File: config.mk
export PLATFORM = sky130hd
export DESIGN_NAME = unary_symbol_serializer
export DESIGN_NICKNAME = d
export VERILOG_FILES = /design/src/rtl/unary_symbol_serializer.sv
export SDC_FILE = /design/constraint.sdc
export NUM_CORES = 1
export LEC_CHECK = 0
export ABC_AREA = 1
export CAP_MARGIN = 10
export CORE_MARGIN = 2
export CORE_UTILIZATION = 51
export CTS_BUF_LIST = sky130_fd_sc_hd__clkbuf_4 sky130_fd_sc_hd__clkbuf_8
export CTS_CLUSTER_SIZE = 28
export DETAILED_ROUTE_END_ITERATION = 7
export PLACE_DENSITY = 0.86
export SLEW_MARGIN = 10
export SYNTH_ARGS = -nofsm -noshare
export SYNTH_HDL_FRONTEND = slang
export SYNTH_SLANG_ARGS = --single-unit
File: constraint.sdc
create_clock -name sys_clk -period 1.7 [get_ports sys_clk]
set_input_delay 0.255 -clock sys_clk [delete_from_list [all_inputs] [get_ports sys_clk]]
set_output_delay 0.255 -clock sys_clk [all_outputs]
set_load 0.05 [all_outputs]
File: src/rtl/unary_symbol_serializer.sv
// unary_symbol_serializer
//   Takes one SYM_W-bit symbol per valid/ready handshake and streams its unary
//   codeword (v ones, then a single 0) one bit per bit_valid/bit_ready transfer.
//   sym_cnt counts fully transferred codewords and wraps silently.
//   Optional feature macro: UNARY_ESCAPE_EN. When defined, symbols >= ESC_THR
//   are sent as ESC_THR ones followed by the SYM_W raw bits of the symbol,
//   MSB first, with no terminating 0.
module unary_symbol_serializer #(
    parameter int SYM_W   = 4,
    parameter int CNT_W   = 16,
    parameter int ESC_THR = 8
) (
    input  logic             sys_clk,
    input  logic             sys_reset,
    input  logic [SYM_W-1:0] sym_in,
    input  logic             sym_valid,
    output logic             sym_ready,
    output logic             bit_out,
    output logic             bit_valid,
    input  logic             bit_ready,
    output logic             bit_last,
    output logic             busy,
    output logic [CNT_W-1:0] sym_cnt
);

`ifdef UNARY_ESCAPE_EN
    typedef enum logic [1:0] {
        S_IDLE = 2'd0,
        S_ONES = 2'd1,
        S_ZERO = 2'd2,
        S_RAW  = 2'd3
    } state_e;

    // Length of the ones prefix for escaped symbols, and of the raw tail.
    localparam logic [SYM_W-1:0] esc_v   = SYM_W'(ESC_THR);
    localparam logic [SYM_W-1:0] raw_len = SYM_W'(SYM_W);

    logic [SYM_W-1:0] raw_q, raw_d;
    logic             esc_q, esc_d;
`else
    typedef enum logic [1:0] {
        S_IDLE = 2'd0,
        S_ONES = 2'd1,
        S_ZERO = 2'd2
    } state_e;

    // The escape threshold has no meaning in the plain unary build.
    localparam int unused_esc_thr = ESC_THR;
`endif

    state_e           state_q, state_d;
    logic [SYM_W-1:0] run_q, run_d;
    logic [CNT_W-1:0] sym_cnt_q, sym_cnt_d;
    logic             transfer;

    assign transfer = bit_valid & bit_ready;

    // State register: all flops share the asynchronous active-low reset.
    // NOTE: sequential state uses non-blocking (<=) so every flop samples
    // pre-edge values; reset here is asynchronous, hence it is in the sensitivity list.
    always_ff @(posedge sys_clk or negedge sys_reset) begin
        if (!sys_reset) begin
            state_q   <= S_IDLE;
            run_q     <= '0;
            sym_cnt_q <= '0;
`ifdef UNARY_ESCAPE_EN
            raw_q     <= '0;
            esc_q     <= 1'b0;
`endif
        end else begin
            state_q   <= state_d;
            run_q     <= run_d;
            sym_cnt_q <= sym_cnt_d;
`ifdef UNARY_ESCAPE_EN
            raw_q     <= raw_d;
            esc_q     <= esc_d;
`endif
        end
    end

    // Next-state logic: accept in IDLE, advance only on a bit transfer.
    always_comb begin
        // NOTE: every variable gets a hold default first, so no path through
        // the case statement can leave it unassigned and infer a latch.
        state_d   = state_q;
        run_d     = run_q;
        sym_cnt_d = sym_cnt_q;
`ifdef UNARY_ESCAPE_EN
        raw_d     = raw_q;
        esc_d     = esc_q;
`endif
        case (state_q)
            S_IDLE: begin
                if (sym_valid) begin
                    if (sym_in == '0) begin
                        state_d = S_ZERO;
                    end else begin
                        state_d = S_ONES;
                        run_d   = sym_in;
                    end
`ifdef UNARY_ESCAPE_EN
                    raw_d = sym_in;
                    esc_d = (sym_in >= esc_v);
                    if (sym_in >= esc_v) begin
                        // esc_v >= 1, so an escaped symbol is never zero.
                        run_d = esc_v;
                    end
`endif
                end
            end
            S_ONES: begin
                if (transfer) begin
                    if (run_q == SYM_W'(1)) begin
`ifdef UNARY_ESCAPE_EN
                        if (esc_q) begin
                            state_d = S_RAW;
                            run_d   = raw_len;
                        end else begin
                            state_d = S_ZERO;
                            run_d   = '0;
                        end
`else
                        state_d = S_ZERO;
                        run_d   = '0;
`endif
                    end else begin
                        run_d = run_q - SYM_W'(1);
                    end
                end
            end
            S_ZERO: begin
                if (transfer) begin
                    sym_cnt_d = sym_cnt_q + CNT_W'(1);
                    state_d   = S_IDLE;
                end
            end
`ifdef UNARY_ESCAPE_EN
            S_RAW: begin
                if (transfer) begin
                    raw_d = raw_q << 1;
                    if (run_q == SYM_W'(1)) begin
                        sym_cnt_d = sym_cnt_q + CNT_W'(1);
                        state_d   = S_IDLE;
                        run_d     = '0;
                    end else begin
                        run_d = run_q - SYM_W'(1);
                    end
                end
            end
`endif
            default: state_d = S_IDLE;
        endcase
    end

    // Output decode: purely from registered state, no input-to-output path.
    always_comb begin
        sym_ready = (state_q == S_IDLE);
        busy      = (state_q != S_IDLE);
        bit_valid = (state_q != S_IDLE);
        bit_out   = 1'b0;
        bit_last  = 1'b0;
        case (state_q)
            S_ONES: bit_out = 1'b1;
            S_ZERO: bit_last = 1'b1;
`ifdef UNARY_ESCAPE_EN
            S_RAW: begin
                bit_out  = raw_q[SYM_W-1];
                bit_last = (run_q == SYM_W'(1));
            end
`endif
            default: ;
        endcase
    end

    assign sym_cnt = sym_cnt_q;

endmodule
==> flow_results.xml, run 1 <==
<?xml version="1.0" encoding="UTF-8"?>
<metrics>
  <group name="clock_tree">
    <metric name="tritoncts" unit="">built</metric>
    <metric name="cts-htree-levels" unit="">1</metric>
    <metric name="clkTransAtPathRegs" unit="ns">0.13</metric>
    <metric name="clock-sinks" unit="">22</metric>
    <metric name="post_cts.repair.setup_buffers" unit="">0</metric>
    <metric name="cts_inserted_buffers" unit="">3</metric>
    <metric name="maximum_clock_path_buffer_count" unit="">2</metric>
    <metric name="clk_latency" unit="ns">0.31</metric>
    <metric name="cts_root_buf" unit="">sky130_fd_sc_hd__clkbuf_4</metric>
    <metric name="cts_resized" unit="">0</metric>
    <metric name="cts.hold.buffers_added" unit="">0</metric>
  </group>
  <group name="sta">
    <metric name="clock_skew" unit="ns">0.00352</metric>
    <metric name="hold_violations" unit="">0</metric>
    <metric name="final_setup_violation_count" unit="">0</metric>
    <metric name="maxSlewViolCount" unit="">0</metric>
    <metric name="fin_worst_hold_slack" unit="ns">0.267</metric>
    <metric name="tns" unit="ns">0</metric>
    <metric name="worstMarginPinSlew" unit="ns">0.342</metric>
    <metric name="achievable-frequency" unit="GHz">0.618</metric>
    <metric name="final.min_clock_period" unit="ns">1.62</metric>
    <metric name="pnr_worst_setup_slack" unit="ns">0.0808</metric>
    <metric name="relSlewSlack" unit="%">77.1</metric>
    <metric name="grt_setup_unrepaired" unit="">no</metric>
    <metric name="min_period_over_period" unit="%">95.2</metric>
  </group>
  <group name="power_and_ir_drop">
    <metric name="powerDensity" unit="nW/um2">1420</metric>
    <metric name="static-leakage-power" unit="nW">0.864</metric>
    <metric name="power.switching_fraction" unit="%">46.5</metric>
    <metric name="internal_power" unit="mW">1.24</metric>
    <metric name="vdd.ir_drop.worst" unit="V">0.00133</metric>
    <metric name="flop_pwr_share" unit="%">32.6</metric>
    <metric name="clock_power_share" unit="%">12.8</metric>
    <metric name="comb_power_share" unit="%">54.5</metric>
    <metric name="p_sw" unit="mW">1.08</metric>
  </group>
  <group name="synth">
    <metric name="synth.avg_cell_area" unit="um2">7.96</metric>
    <metric name="yosys-top-cells-area" unit="">sky130_fd_sc_hd__dfrtp_1, sky130_fd_sc_hd__nand2_1, sky130_fd_sc_hd__inv_1, sky130_fd_sc_hd__xnor2_1, sky130_fd_sc_hd__nor2_1</metric>
    <metric name="synth_edf_count" unit="">0</metric>
    <metric name="cell_area_after_technology_mapping" unit="um2">1270</metric>
    <metric name="synth.net_count" unit="">170</metric>
    <metric name="synthArstFlopShare" unit="%">100</metric>
    <metric name="cell_type_with_the_highest_aggregate_area_in_the_netlist" unit="">sky130_fd_sc_hd__dfrtp_1</metric>
    <metric name="yosys_warnings" unit="">0</metric>
    <metric name="yosysTopAreaCellShare" unit="%">43.5</metric>
    <metric name="synth_flop_cell" unit="">sky130_fd_sc_hd__dfrtp_1</metric>
    <metric name="ys_types" unit="">22</metric>
    <metric name="synth-seq-cells" unit="">22</metric>
    <metric name="synth_commonest_cells" unit="">sky130_fd_sc_hd__nand2_1, sky130_fd_sc_hd__dfrtp_1, sky130_fd_sc_hd__inv_1</metric>
    <metric name="synthesized_instance_count" unit="">159</metric>
    <metric name="synth_most_common_cell" unit="">sky130_fd_sc_hd__nand2_1</metric>
    <metric name="yosysSeqAreaShare" unit="%">43.5</metric>
  </group>
  <group name="critical_path">
    <metric name="regToRegStartpoint" unit="">state_q[0]</metric>
    <metric name="worstPathRequired" unit="ns">1.44</metric>
    <metric name="r2r_end" unit="">sym_cnt[15]</metric>
    <metric name="data_arrival_time_of_the_worst_path" unit="ns">1.36</metric>
    <metric name="critPathCaptureType" unit="">primary output</metric>
    <metric name="worstPathMaxFanout" unit="">4</metric>
    <metric name="worst-r2r-setup-slack" unit="ns">0.28</metric>
    <metric name="reg2reg_depth" unit="">7</metric>
    <metric name="criticalPathCategory" unit="">register to primary output</metric>
    <metric name="critical_path_launch_point_type" unit="">register</metric>
  </group>
  <group name="global_route">
    <metric name="grt_pass1_wl" unit="um">4670</metric>
    <metric name="first_global_vias" unit="">1067</metric>
    <metric name="track_usage" unit="%">22.5</metric>
    <metric name="grt_overflow_total" unit="">0</metric>
    <metric name="grt_max_degree" unit="">23</metric>
    <metric name="antenna_found_initial" unit="">0</metric>
  </group>
  <group name="detailed_routing">
    <metric name="routed_wl" unit="um">2850</metric>
    <metric name="drc" unit="">0</metric>
    <metric name="postRouteAntennaNets" unit="">0</metric>
    <metric name="post_drt_via_cell_ratio" unit="">5.25</metric>
    <metric name="drtIter0Drc" unit="">27</metric>
    <metric name="drtPass1Iterations" unit="">5</metric>
    <metric name="wl_per_cell" unit="um">12.9</metric>
    <metric name="vias" unit="">1160</metric>
  </group>
  <group name="run">
    <metric name="maxCapViolCount" unit="">0</metric>
  </group>
  <group name="cells_and_area">
    <metric name="fillCellCount" unit="">194</metric>
    <metric name="multi_input_comb_area" unit="um2">637</metric>
    <metric name="area_growth_syn_to_layout" unit="%">29.3</metric>
    <metric name="nNetsFinal" unit="">203</metric>
    <metric name="seqCellArea" unit="um2">551</metric>
    <metric name="post_route_cells_drive_above_1_share" unit="%">20.4</metric>
    <metric name="antenna_cells" unit="">0</metric>
    <metric name="stdcell_count" unit="">221</metric>
  </group>
  <group name="die">
    <metric name="io_pins" unit="">29</metric>
    <metric name="floorplan.die.width" unit="um">53.8</metric>
    <metric name="floorplan.die.height" unit="um">53.8</metric>
    <metric name="core" unit="um2">2410</metric>
    <metric name="fp.dieArea" unit="um2">2900</metric>
    <metric name="floorplan.initialDensity" unit="%">52.5</metric>
    <metric name="fp-row-count" unit="">18</metric>
  </group>
  <group name="run_status">
    <metric name="status" unit="">finished clean</metric>
  </group>
  <group name="place">
    <metric name="gp_congestion" unit="">0.834</metric>
    <metric name="pre_cts_slack" unit="ns">0.132</metric>
    <metric name="buffers_added_on_ports" unit="">28</metric>
    <metric name="dp.final_hpwl" unit="um">2210</metric>
    <metric name="post-place-cells" unit="">217</metric>
  </group>
  <group name="worst_hold_path">
    <metric name="timing.hold.worst.class" unit="">input port to async pin</metric>
  </group>
</metrics>
registers in the layout, summed over array words and instances (netlist names):
register,flops
state_q,2
run_q,4
sym_cnt,16
per-layer routing:
layer	track usage (%)	vias to the layer above	part of all wire [%]
met5	0	-	0
met4	9.83	0	2.4
met3	2.50	9	4.4
met2	38.4	40	49
met1	28.5	552	44
li1	-	559	-
per-stage QoR:
stage	area [um2]	utilization (%)	power, mW
finish	1640	68.0	2.32
global route	1640	68.0	2.47
CTS	1640	68.0	2.33
detailed placement	1600	66.5	2.03
global placement	1600	66.5	1.99
floorplan	1270	-	1.57
power groups by stage:
stage               combinational (mW)  clock [mW]  sequential, mW
floorplan                        0.722           0           0.851
global placement                  1.23           0           0.757
detailed placement                1.26           0           0.765
CTS                               1.27       0.306           0.757
global route                      1.38       0.321           0.776
finish                            1.27       0.298           0.758
critical path, stage by stage (launching register included):
cell	delay, ns
sky130_fd_sc_hd__dfrtp_1	0.51
sky130_fd_sc_hd__nor2_4	0.22
sky130_fd_sc_hd__inv_1	0.15
sky130_fd_sc_hd__buf_12	0.18
worst max path at each step:
stage / start / to / slack, ns / cells after the start
floorplan: state_q[1] / busy / 0.03 / 3
global placement: bit_ready / sym_cnt[13] / 0.17 / 6
detailed placement: bit_ready / sym_cnt[13] / 0.13 / 6
CTS: state_q[1] / bit_valid / 0.08 / 3
global route: state_q[1] / bit_valid / 0.03 / 3
finish: state_q[1] / bit_valid / 0.08 / 3
cells in the final DEF (no fill, tap or decap):
cell type / netlist / final
sky130_fd_sc_hd__nand2_2: 1 / 1
sky130_fd_sc_hd__xnor2_1: 8 / 8
sky130_fd_sc_hd__o21ai_1: 2 / 2
sky130_fd_sc_hd__buf_4: 1 / 17
sky130_fd_sc_hd__inv_1: 20 / 20
sky130_fd_sc_hd__ha_1: 3 / 3
sky130_fd_sc_hd__nand4_1: 3 / 3
sky130_fd_sc_hd__nand2_1: 51 / 51
sky130_fd_sc_hd__dfrtp_1: 22 / 22
sky130_fd_sc_hd__nor2_8: 1 / 1
sky130_fd_sc_hd__nor2_4: 2 / 3
sky130_fd_sc_hd__nor2_1: 18 / 17
sky130_fd_sc_hd__nand3_4: 2 / 2
sky130_fd_sc_hd__o21ai_0: 3 / 3
sky130_fd_sc_hd__buf_12: 0 / 5
sky130_fd_sc_hd__inv_2: 1 / 1
sky130_fd_sc_hd__a31oi_1: 1 / 1
sky130_fd_sc_hd__xor2_1: 4 / 4
sky130_fd_sc_hd__nor3_1: 1 / 1
sky130_fd_sc_hd__nand3_1: 8 / 8
sky130_fd_sc_hd__o22ai_1: 2 / 2
sky130_fd_sc_hd__nand2_4: 1 / 1
sky130_fd_sc_hd__clkbuf_8: 0 / 1
sky130_fd_sc_hd__clkdlybuf4s50_1: 0 / 7
sky130_fd_sc_hd__clkbuf_4: 0 / 3
sky130_fd_sc_hd__nor2_2: 4 / 4
area by class of cell:
cell class,instances,area share [%]
Inverter,21,4.81
Clock buffer,4,2.22
Timing Repair Buffer,29,18.2
Multi-Input combinational cell,115,38.9
Sequential cell,22,33.6
Tap cell,30,2.29
cell families after synthesis:
logic type | Yosys count | share of synthesized area (%)
AND/OR/NAND/NOR | 92 | 35.0
buffers and inverters | 22 | 6.82
flip-flops | 22 | 43.5
XOR/XNOR | 12 | 8.30
AO/OA/AOI/OAI | 8 | 3.46
adder cells (fa/ha/maj) | 3 | 2.96
Note: power is estimated with default switching activity, not from simulation.
==> inputs of run 2 (changes only) <==
- ABC_AREA: 1 -> 0
- CORE_UTILIZATION: 51 -> 54
- PLACE_DENSITY: 0.86 -> 0.92
- clock period: 1.7 -> 2.1 ns (I/O delays scaled with it)
==> flow_results.xml, run 2 <==
<?xml version="1.0" encoding="UTF-8"?>
<metrics>
  <group name="die">
    <metric name="floorplan.die.width" unit="um">50.2</metric>
    <metric name="floorplan.initialDensity" unit="%">58.2</metric>
    <metric name="io_pins" unit="">29</metric>
    <metric name="fp-row-count" unit="">16</metric>
    <metric name="floorplan.die.height" unit="um">50.2</metric>
    <metric name="core" unit="um2">1980</metric>
    <metric name="fp.dieArea" unit="um2">2520</metric>
  </group>
  <group name="detailed_routing">
    <metric name="drtPass1Iterations" unit="">4</metric>
    <metric name="post_drt_via_cell_ratio" unit="">5.62</metric>
    <metric name="wl_per_cell" unit="um">14.9</metric>
    <metric name="drc" unit="">0</metric>
    <metric name="routed_wl" unit="um">2540</metric>
    <metric name="vias" unit="">955</metric>
    <metric name="postRouteAntennaNets" unit="">0</metric>
    <metric name="drtIter0Drc" unit="">18</metric>
  </group>
  <group name="sta">
    <metric name="clock_skew" unit="ns">0.00143</metric>
    <metric name="worstMarginPinSlew" unit="ns">0.505</metric>
    <metric name="final_setup_violation_count" unit="">0</metric>
    <metric name="final.min_clock_period" unit="ns">1.97</metric>
    <metric name="maxSlewViolCount" unit="">0</metric>
    <metric name="relSlewSlack" unit="%">66.2</metric>
    <metric name="grt_setup_unrepaired" unit="">no</metric>
    <metric name="hold_violations" unit="">0</metric>
    <metric name="achievable-frequency" unit="GHz">0.507</metric>
    <metric name="fin_worst_hold_slack" unit="ns">0.341</metric>
    <metric name="tns" unit="ns">0</metric>
    <metric name="min_period_over_period" unit="%">93.9</metric>
  </group>
  <group name="synth">
    <metric name="synth_commonest_cells" unit="">sky130_fd_sc_hd__dfrtp_1, sky130_fd_sc_hd__xnor2_1, sky130_fd_sc_hd__inv_1, sky130_fd_sc_hd__nor2_1, sky130_fd_sc_hd__nand3_1</metric>
    <metric name="synth_edf_count" unit="">0</metric>
    <metric name="synth-seq-cells" unit="">22</metric>
    <metric name="synth_most_common_cell" unit="">sky130_fd_sc_hd__dfrtp_1</metric>
    <metric name="synth.avg_cell_area" unit="um2">10.5</metric>
    <metric name="yosysSeqAreaShare" unit="%">47.7</metric>
    <metric name="synthesized_instance_count" unit="">110</metric>
    <metric name="synth.net_count" unit="">121</metric>
    <metric name="synthArstFlopShare" unit="%">100</metric>
    <metric name="cell_type_with_the_highest_aggregate_area_in_the_netlist" unit="">sky130_fd_sc_hd__dfrtp_1</metric>
    <metric name="yosysTopAreaCellShare" unit="%">47.7</metric>
    <metric name="ys_types" unit="">35</metric>
    <metric name="yosys-top-cells-area" unit="">sky130_fd_sc_hd__dfrtp_1, sky130_fd_sc_hd__xnor2_1, sky130_fd_sc_hd__xor2_1, sky130_fd_sc_hd__ha_1, sky130_fd_sc_hd__nand3_1</metric>
    <metric name="cell_area_after_technology_mapping" unit="um2">1150</metric>
    <metric name="yosys_warnings" unit="">0</metric>
    <metric name="synth_flop_cell" unit="">sky130_fd_sc_hd__dfrtp_1</metric>
  </group>
  <group name="cells_and_area">
    <metric name="area_growth_syn_to_layout" unit="%">30.9</metric>
    <metric name="antenna_cells" unit="">0</metric>
    <metric name="nNetsFinal" unit="">156</metric>
    <metric name="fillCellCount" unit="">131</metric>
    <metric name="largest_register_ffs" unit="">16</metric>
    <metric name="final_cell_mix" unit="">sky130_fd_sc_hd__clkdlybuf4s50_1, sky130_fd_sc_hd__dfrtp_1, sky130_fd_sc_hd__xnor2_1</metric>
    <metric name="final_common_cell" unit="">sky130_fd_sc_hd__clkdlybuf4s50_1</metric>
    <metric name="post_route_cells_drive_above_1_share" unit="%">14.0</metric>
  </group>
  <group name="critical_path">
    <metric name="worst-r2r-setup-slack" unit="ns">0.33</metric>
    <metric name="worstPathMaxFanout" unit="">6</metric>
    <metric name="data_arrival_time_of_the_worst_path" unit="ns">1.66</metric>
    <metric name="critPathTopFamily" unit="">buffers and inverters</metric>
    <metric name="regToRegStartpoint" unit="">state_q[0]</metric>
    <metric name="reg2reg_depth" unit="">4</metric>
    <metric name="critPathCaptureType" unit="">primary output</metric>
    <metric name="criticalPathCategory" unit="">register to primary output</metric>
    <metric name="worstPathRequired" unit="ns">1.78</metric>
    <metric name="crit_slowest_cell" unit="">sky130_fd_sc_hd__clkdlybuf4s50_1</metric>
    <metric name="path_buf_inv" unit="">1</metric>
    <metric name="timing.critical_path.slowest_cell_delay" unit="ns">0.86</metric>
    <metric name="r2r_end" unit="">sym_cnt[14]</metric>
    <metric name="timing.critical_path.cells" unit="">clkdlybuf4s50_1</metric>
    <metric name="critical_path_launch_point_type" unit="">register</metric>
  </group>
  <group name="clock_tree">
    <metric name="cts_inserted_buffers" unit="">3</metric>
    <metric name="tritoncts" unit="">built</metric>
    <metric name="clock-sinks" unit="">22</metric>
    <metric name="clkTransAtPathRegs" unit="ns">0.11</metric>
    <metric name="cts-htree-levels" unit="">1</metric>
    <metric name="cts_root_buf" unit="">sky130_fd_sc_hd__clkbuf_4</metric>
    <metric name="maximum_clock_path_buffer_count" unit="">2</metric>
    <metric name="post_cts.repair.setup_buffers" unit="">0</metric>
    <metric name="clk_latency" unit="ns">0.31</metric>
  </group>
  <group name="worst_hold_path">
    <metric name="timing.hold.worst.class" unit="">input port to async pin</metric>
  </group>
  <group name="global_route">
    <metric name="grt_max_degree" unit="">23</metric>
    <metric name="first_global_vias" unit="">951</metric>
    <metric name="grt_pass1_wl" unit="um">4120</metric>
    <metric name="antenna_found_initial" unit="">0</metric>
    <metric name="track_usage" unit="%">21.8</metric>
    <metric name="grt_overflow_total" unit="">0</metric>
  </group>
  <group name="run_status">
    <metric name="status" unit="">finished clean</metric>
  </group>
  <group name="run">
    <metric name="maxCapViolCount" unit="">0</metric>
  </group>
  <group name="place">
    <metric name="gp_congestion" unit="">0.783</metric>
    <metric name="dp.final_hpwl" unit="um">1980</metric>
    <metric name="buffers_added_on_ports" unit="">28</metric>
  </group>
  <group name="power_and_ir_drop">
    <metric name="vdd.ir_drop.worst" unit="V">0.000959</metric>
    <metric name="powerDensity" unit="nW/um2">1000</metric>
    <metric name="static-leakage-power" unit="nW">0.704</metric>
  </group>
</metrics>
## run 2: changes by cell type in the layout (fill, tap and decap cells not counted), moves of 3 or more
cell                              change
sky130_fd_sc_hd__clkdlybuf4s50_1     +16
sky130_fd_sc_hd__nand2_1             -47
sky130_fd_sc_hd__buf_4                -9
sky130_fd_sc_hd__buf_12               -4
sky130_fd_sc_hd__nor2_4               -3
sky130_fd_sc_hd__and3_1               +3
sky130_fd_sc_hd__a21oi_1              +4
sky130_fd_sc_hd__inv_1               -13
sky130_fd_sc_hd__or2_2                +3
sky130_fd_sc_hd__nor2b_1              +3
sky130_fd_sc_hd__nor2_1              -10
sky130_fd_sc_hd__nor2_2               -4
## run 2: what timing repair did
item                                    4_1_cts  5_1_grt
resized for setup                             2        0
endpoints found under the setup margin        2        0
hold buffers                                  0        0
## run 2: area by class of cell
cell class	count	area (um2)	area share [%]
Clock buffer	3	22.5	1.49
Inverter	7	26.3	1.74
Multi-Input combinational cell	77	549	36.4
Sequential cell	22	551	36.5
Tap cell	27	33.8	2.24
Timing Repair Buffer	34	328	21.7
## run 2: power by group
part	switching (mW)	internal (mW)	leakage (nW)
logic	0.451	0.293	0.407
registers	0.0880	0.492	0.284
clock network	0.123	0.0671	0.0138
## run 2: metal layers
| layer | track usage [%] | share of wire [%] | routed length, um |
|---|---|---|---|
| met3 | 2.98 | 3.7 | 95 |
| met4 | 10.6 | 2.0 | 50 |
| met5 | 0 | 0 | 0 |
| met2 | 40.4 | 52 | 1330 |
| met1 | 24.3 | 42 | 1060 |
## run 2: kinds of logic after synthesis
| group | after synthesis | synth area share (%) |
|---|---|---|
| buf+inv | 11 | 4.66 |
| xor+xnor | 15 | 11.4 |
| simple gates | 43 | 23.2 |
| fa+ha+maj | 3 | 3.25 |
| mux | 1 | 0.976 |
| flops | 22 | 47.7 |
| compound gates | 15 | 8.79 |
## run 2: how the worst max path moves through the flow
stage,from,end,cells after the start
2_1_floorplan,sym_cnt[0],sym_cnt[14],5
3_3_place_gp,sym_in[0],run_q[3],5
3_5_place_dp,sym_in[0],run_q[2],5
4_1_cts,sym_cnt[8],sym_cnt[8],1
5_1_grt,sym_cnt[8],sym_cnt[8],1
6_report,sym_cnt[8],sym_cnt[8],1
## run 2: stage by stage
| step | instance area (um2) | utilization [%] | power (mW) | instances | setup WS (ns) |
|---|---|---|---|---|---|
| 2_1_floorplan | 1150 | - | 1.10 | 110 | 0.196 |
| 3_3_place_gp | 1490 | 75.2 | 1.31 | 167 | 0.0990 |
| 4_1_cts | 1510 | 76.2 | 1.51 | 170 | 0.135 |
| 3_5_place_dp | 1490 | 75.2 | 1.34 | 167 | 0.0442 |
| 6_report | 1510 | 76.2 | 1.51 | 170 | 0.128 |
| 5_1_grt | 1510 | 76.2 | 1.60 | 170 | 0.0996 |
==> variant 1 (flow settings as in run 1) <==
The option `UNARY_ESCAPE_EN` is turned on by a define.
--- a/src/rtl/unary_symbol_serializer.sv
+++ b/src/rtl/unary_symbol_serializer.sv
@@ -6,4 +6,6 @@
 //   are sent as ESC_THR ones followed by the SYM_W raw bits of the symbol,
 //   MSB first, with no terminating 0.
+`define UNARY_ESCAPE_EN
+
 module unary_symbol_serializer #(
     parameter int SYM_W   = 4,
Check against the original RTL: not equivalent (Yosys sat finds a counterexample within 10 cycles, from zero or initial values and one cycle with sys_reset low).
==> variant 1 against run 1 <==
Worst setup slack worse by 0.051 ns. Synthesized cell count is 36% higher. Synthesized area is 30% higher. Sequential cell count is 5 higher. Total power is 32% higher. Design area is 23% higher. Fmax is 3.1% lower. Routed wire length is 21% higher. Clock power is 1% lower. Largest cell class unchanged.
==> variant 1: results (changes against run 1) <==
* Post-detail-place hpwl at 2530 um (was 2210 um)
* WL/cell at 11.7 um (was 12.9 um)
* Peak VDD IR at 1.12 mV (was 1.33 mV)
* Clk_skew at 0.0130 ns (was 0.00352 ns)
* Area fraction in compound gates after synthesis at 8.31% (was 3.46%)
* Largest net degree at the start of global routing at 28 (was 23)
* Max-slew headroom at 76.9% (was 77.1%)
* Final GP Congestion at 0.940 (was 0.834)
* Dpl cells at 286 (was 217)
* Pre-CTS WS at 0.187 ns (was 0.132 ns)
* Total Routing Usage GR at 20.6% (was 22.5%)
* FF-to-FF path depth at 8 (was 7)
* Post-Syn Instances at 217 (was 159)
* Synth Area in XOR/XNOR at 4.27% (was 8.30%)
* Synth area leaders: dfrtp_1, nand2_1, inv_1 (unchanged)
* R2R Setup Slk at 0.21 ns (was 0.28 ns)
* Number of global-route vias before repair at 1314 (was 1067)
* Crit path largest cell delay at 0.42 ns (was 0.51 ns)
* TritonRoute pass-1 iters at 4 (was 5)
* Clock transition at path regs at 0.15 ns (was 0.13 ns)
* Status: complete, no violations (unchanged)
* Worst reg2reg startpoint: run_q[1] (was state_q[0])
* Layout cells sized above 1 at 21.6% (was 20.4%)
* Leakage at 0.970 nW (was 0.864 nW)
* Register area share after synthesis at 41.2% (was 43.5%)
==> variant 1: changes by cell type in the layout (fill, tap and decap cells not counted), sizes merged, moves of 2 or more <==
cell and delta:
nor2 -2, buf +5, xnor2 -3, dfrtp +5, nand2 +36, nand3b +2, nand3 +2, a21oi +3
o21ai +10
==> variant 1: stage by stage <==
step                hold slack, ns  power [mW]
finish                       0.273        3.07
global route                 0.299        3.27
CTS                          0.297        3.03
detailed placement           0.487        2.70
global placement             0.455        2.66
floorplan                  -0.0406        2.18
==> variant 1: area by class of cell <==
type / instances / area, sq um
inverters: 22 / 85.1
fillers: 273 / 1040
flip-flops and latches: 27 / 678
multi-input cells: 163 / 831
clock buffers: 4 / 30.0
well taps: 44 / 55.1
repair buffers: 34 / 335
==> variant 1: cells by family after synthesis <==
| logic type | count (synthesis) |
|---|---|
| buf+inv | 27 |
| compound gates | 23 |
| simple gates | 129 |
| fa+ha+maj | 3 |
| xor+xnor | 8 |
| flops | 27 |
==> variant 1: repair_timing <==
action | in CTS | in global routing
buffers inserted | 2 | 2
pin swaps | 0 | 0
setup endpoints to repair | 2 | 4
resized for setup | 4 | 1
==> variant 1: worst max-delay path by stage <==
| stage | startpoint | endpoint | slack (ns) | cells past startpoint |
|---|---|---|---|---|
| floorplan | sym_cnt[1] | sym_cnt[14] | 0.09 | 6 |
| global placement | sym_in[3] | run_q[1] | 0.19 | 8 |
| detailed placement | sym_in[2] | run_q[1] | 0.19 | 8 |
| CTS | state_q[0] | bit_out | 0.007 | 3 |
| global route | run_q[1] | bit_last | -0.03 | 7 |
| finish | run_q[1] | bit_last | 0.03 | 7 |
==> variant 1: layer usage <==
| layer | up-vias | GRT usage (%) | part of all wire, % |
|---|---|---|---|
| met5 | - | 0 | 0 |
| met4 | 0 | 6.21 | 0.84 |
| met3 | 2 | 3.84 | 2.7 |
| met2 | 21 | 34.6 | 48 |
| met1 | 693 | 27.1 | 48 |
| li1 | 753 | - | - |
==> variant 1: where the power goes <==
group	total (mW)	switching, mW	internal [mW]
combinational	1.77	1.09	0.688
clock	0.294	0.186	0.108
sequential	1.00	0.191	0.811
total	3.07	1.46	1.61
==> variant 2 (settings of run 1) <==
Without the edit above. Encoding of `state_e`: now one-hot (3 bits for 3 states).
--- a/src/rtl/unary_symbol_serializer.sv
+++ b/src/rtl/unary_symbol_serializer.sv
@@ -39,8 +39,8 @@
     logic             esc_q, esc_d;
 `else
-    typedef enum logic [1:0] {
-        S_IDLE = 2'd0,
-        S_ONES = 2'd1,
-        S_ZERO = 2'd2
+    typedef enum logic [2:0] {
+        S_IDLE = 3'b001,
+        S_ONES = 3'b010,
+        S_ZERO = 3'b100
     } state_e;
 
Behaviour: same outputs for any inputs over 10 cycles, from zero or initial values and one cycle with sys_reset low; not proved beyond that.
==> variant 2 against run 1 <==
Design area increased by 4.7%. Utilization is 0.60 points higher. Worst setup slack got worse by 0.022 ns. Critical endpoint unchanged. Sequential cell count rose by 1. Total power is 11% higher. Register-to-register slack got worse by 0.05 ns. Largest power group unchanged. Highest routed layer unchanged. Synthesized area up 7.1%. Routed wire length increased by 2.1%. Non-clock buffer count unchanged.
==> variant 2: results (changes against run 1) <==
* First-pass GRT wire length at 5200 um (was 4670 um)
* Synth area leaders: dfrtp_1, nand2_1, nor2_1 (was dfrtp_1, nand2_1, inv_1)
* Post-Syn Instances at 183 (was 159)
* Mapped Nets at 194 (was 170)
* Largest net degree at the start of global routing at 24 (was 23)
* Total Routing Usage GR at 20.9% (was 22.5%)
* Final #Nets at 227 (was 203)
* Dpl cells at 241 (was 217)
* Layout cells sized above 1 at 17.2% (was 20.4%)
* Status: complete, no violations (unchanged)
* Fin cells at 245 (was 221)
* Peak VDD IR at 1.52 mV (was 1.33 mV)
* Sw frac at 48.4% (was 46.5%)
* Starting DRC count in detailed routing at 58 (was 27)
* Routing usage on met3 at 3.49% (was 2.50%)
* Clk_skew at 0.00971 ns (was 0.00352 ns)
* WP data arrival at 1.39 ns (was 1.36 ns)
* Pre-CTS WS at 0.160 ns (was 0.132 ns)
* Number of global-route vias before repair at 1200 (was 1067)
* Vias per cell at 5.05 (was 5.25)
* Unique masters post-synth at 21 (was 22)
* Max-slew headroom at 80.0% (was 77.1%)
* Final GP Congestion at 0.878 (was 0.834)
* # fillers at 204 (was 194)
* Met2 GRT Util at 32.3% (was 38.4%)
variant 2: cell types whose count changed after synthesis, moves of 2 or more:
cell,change
nand2_1,+18
nor2_1,+4
nand3b_1,+3
nand4_1,+3
nor2_2,-3
o21ai_0,+3
o21ai_1,-2
o22ai_1,-2
xnor2_1,-2
variant 2: per-stage QoR:
step	instance area [sq um]	hold WS [ns]
final	1710	0.272
after global routing	1710	0.286
after CTS	1710	0.272
after detailed placement	1690	0.493
after global placement	1690	0.483
after floorplan	1360	-0.0406
variant 2: layer usage:
metal  share of wire, %  vias to the layer above
met2                 46                       29
li1                   -                      634
met5                  0                        -
met1                 48                      567
met3                3.8                        7
met4                1.9                        0
variant 2: path summary, 6_finish.rpt:
check	slack, ns	startpoint	endpoint
worst max-delay path	0.06	state_q[2]	bit_valid
worst min-delay path	0.27	sys_reset	sym_cnt[15]
worst max register to register	0.23	state_q[0]	run_q[3]
worst min register to register	0.52	sym_cnt[5]	sym_cnt[5]
max in group asynchronous	1.14	sys_reset	state_q[0]
min in group sys_clk	0.52	sym_cnt[5]	sym_cnt[5]
variant 2: critical path, delay by kind of cell (launching register included):
family / cells / cell delay (ns)
buffers and inverters: 2 / 0.38
AND/OR/NAND/NOR: 1 / 0.24
flip-flops: 1 / 0.47
variant 2: layout make-up:
type | instances | area, sq um | area share [%]
clock inverters | 1 | 5.00 | 0.292
multi-input cells | 137 | 692 | 40.4
well taps | 30 | 37.5 | 2.19
repair buffers | 29 | 298 | 17.4
clock buffers | 3 | 22.5 | 1.31
inverters | 22 | 82.6 | 4.82
flip-flops and latches | 23 | 577 | 33.6
variant 2: cells by family after synthesis:
group | count (synthesis) | share of synthesized area, %
buf+inv | 23 | 6.64
fa+ha+maj | 3 | 2.77
simple gates | 116 | 38.4
xor+xnor | 11 | 7.10
flops | 23 | 42.5
compound gates | 7 | 2.58
variant 2: power by group through the flow:
stage / clock network, mW / logic [mW] / registers, mW
final: 0.249 / 1.49 / 0.829
after global routing: 0.287 / 1.62 / 0.847
after CTS: 0.261 / 1.50 / 0.826
after detailed placement: 0 / 1.49 / 0.839
after global placement: 0 / 1.44 / 0.825
after floorplan: 0 / 0.860 / 0.945
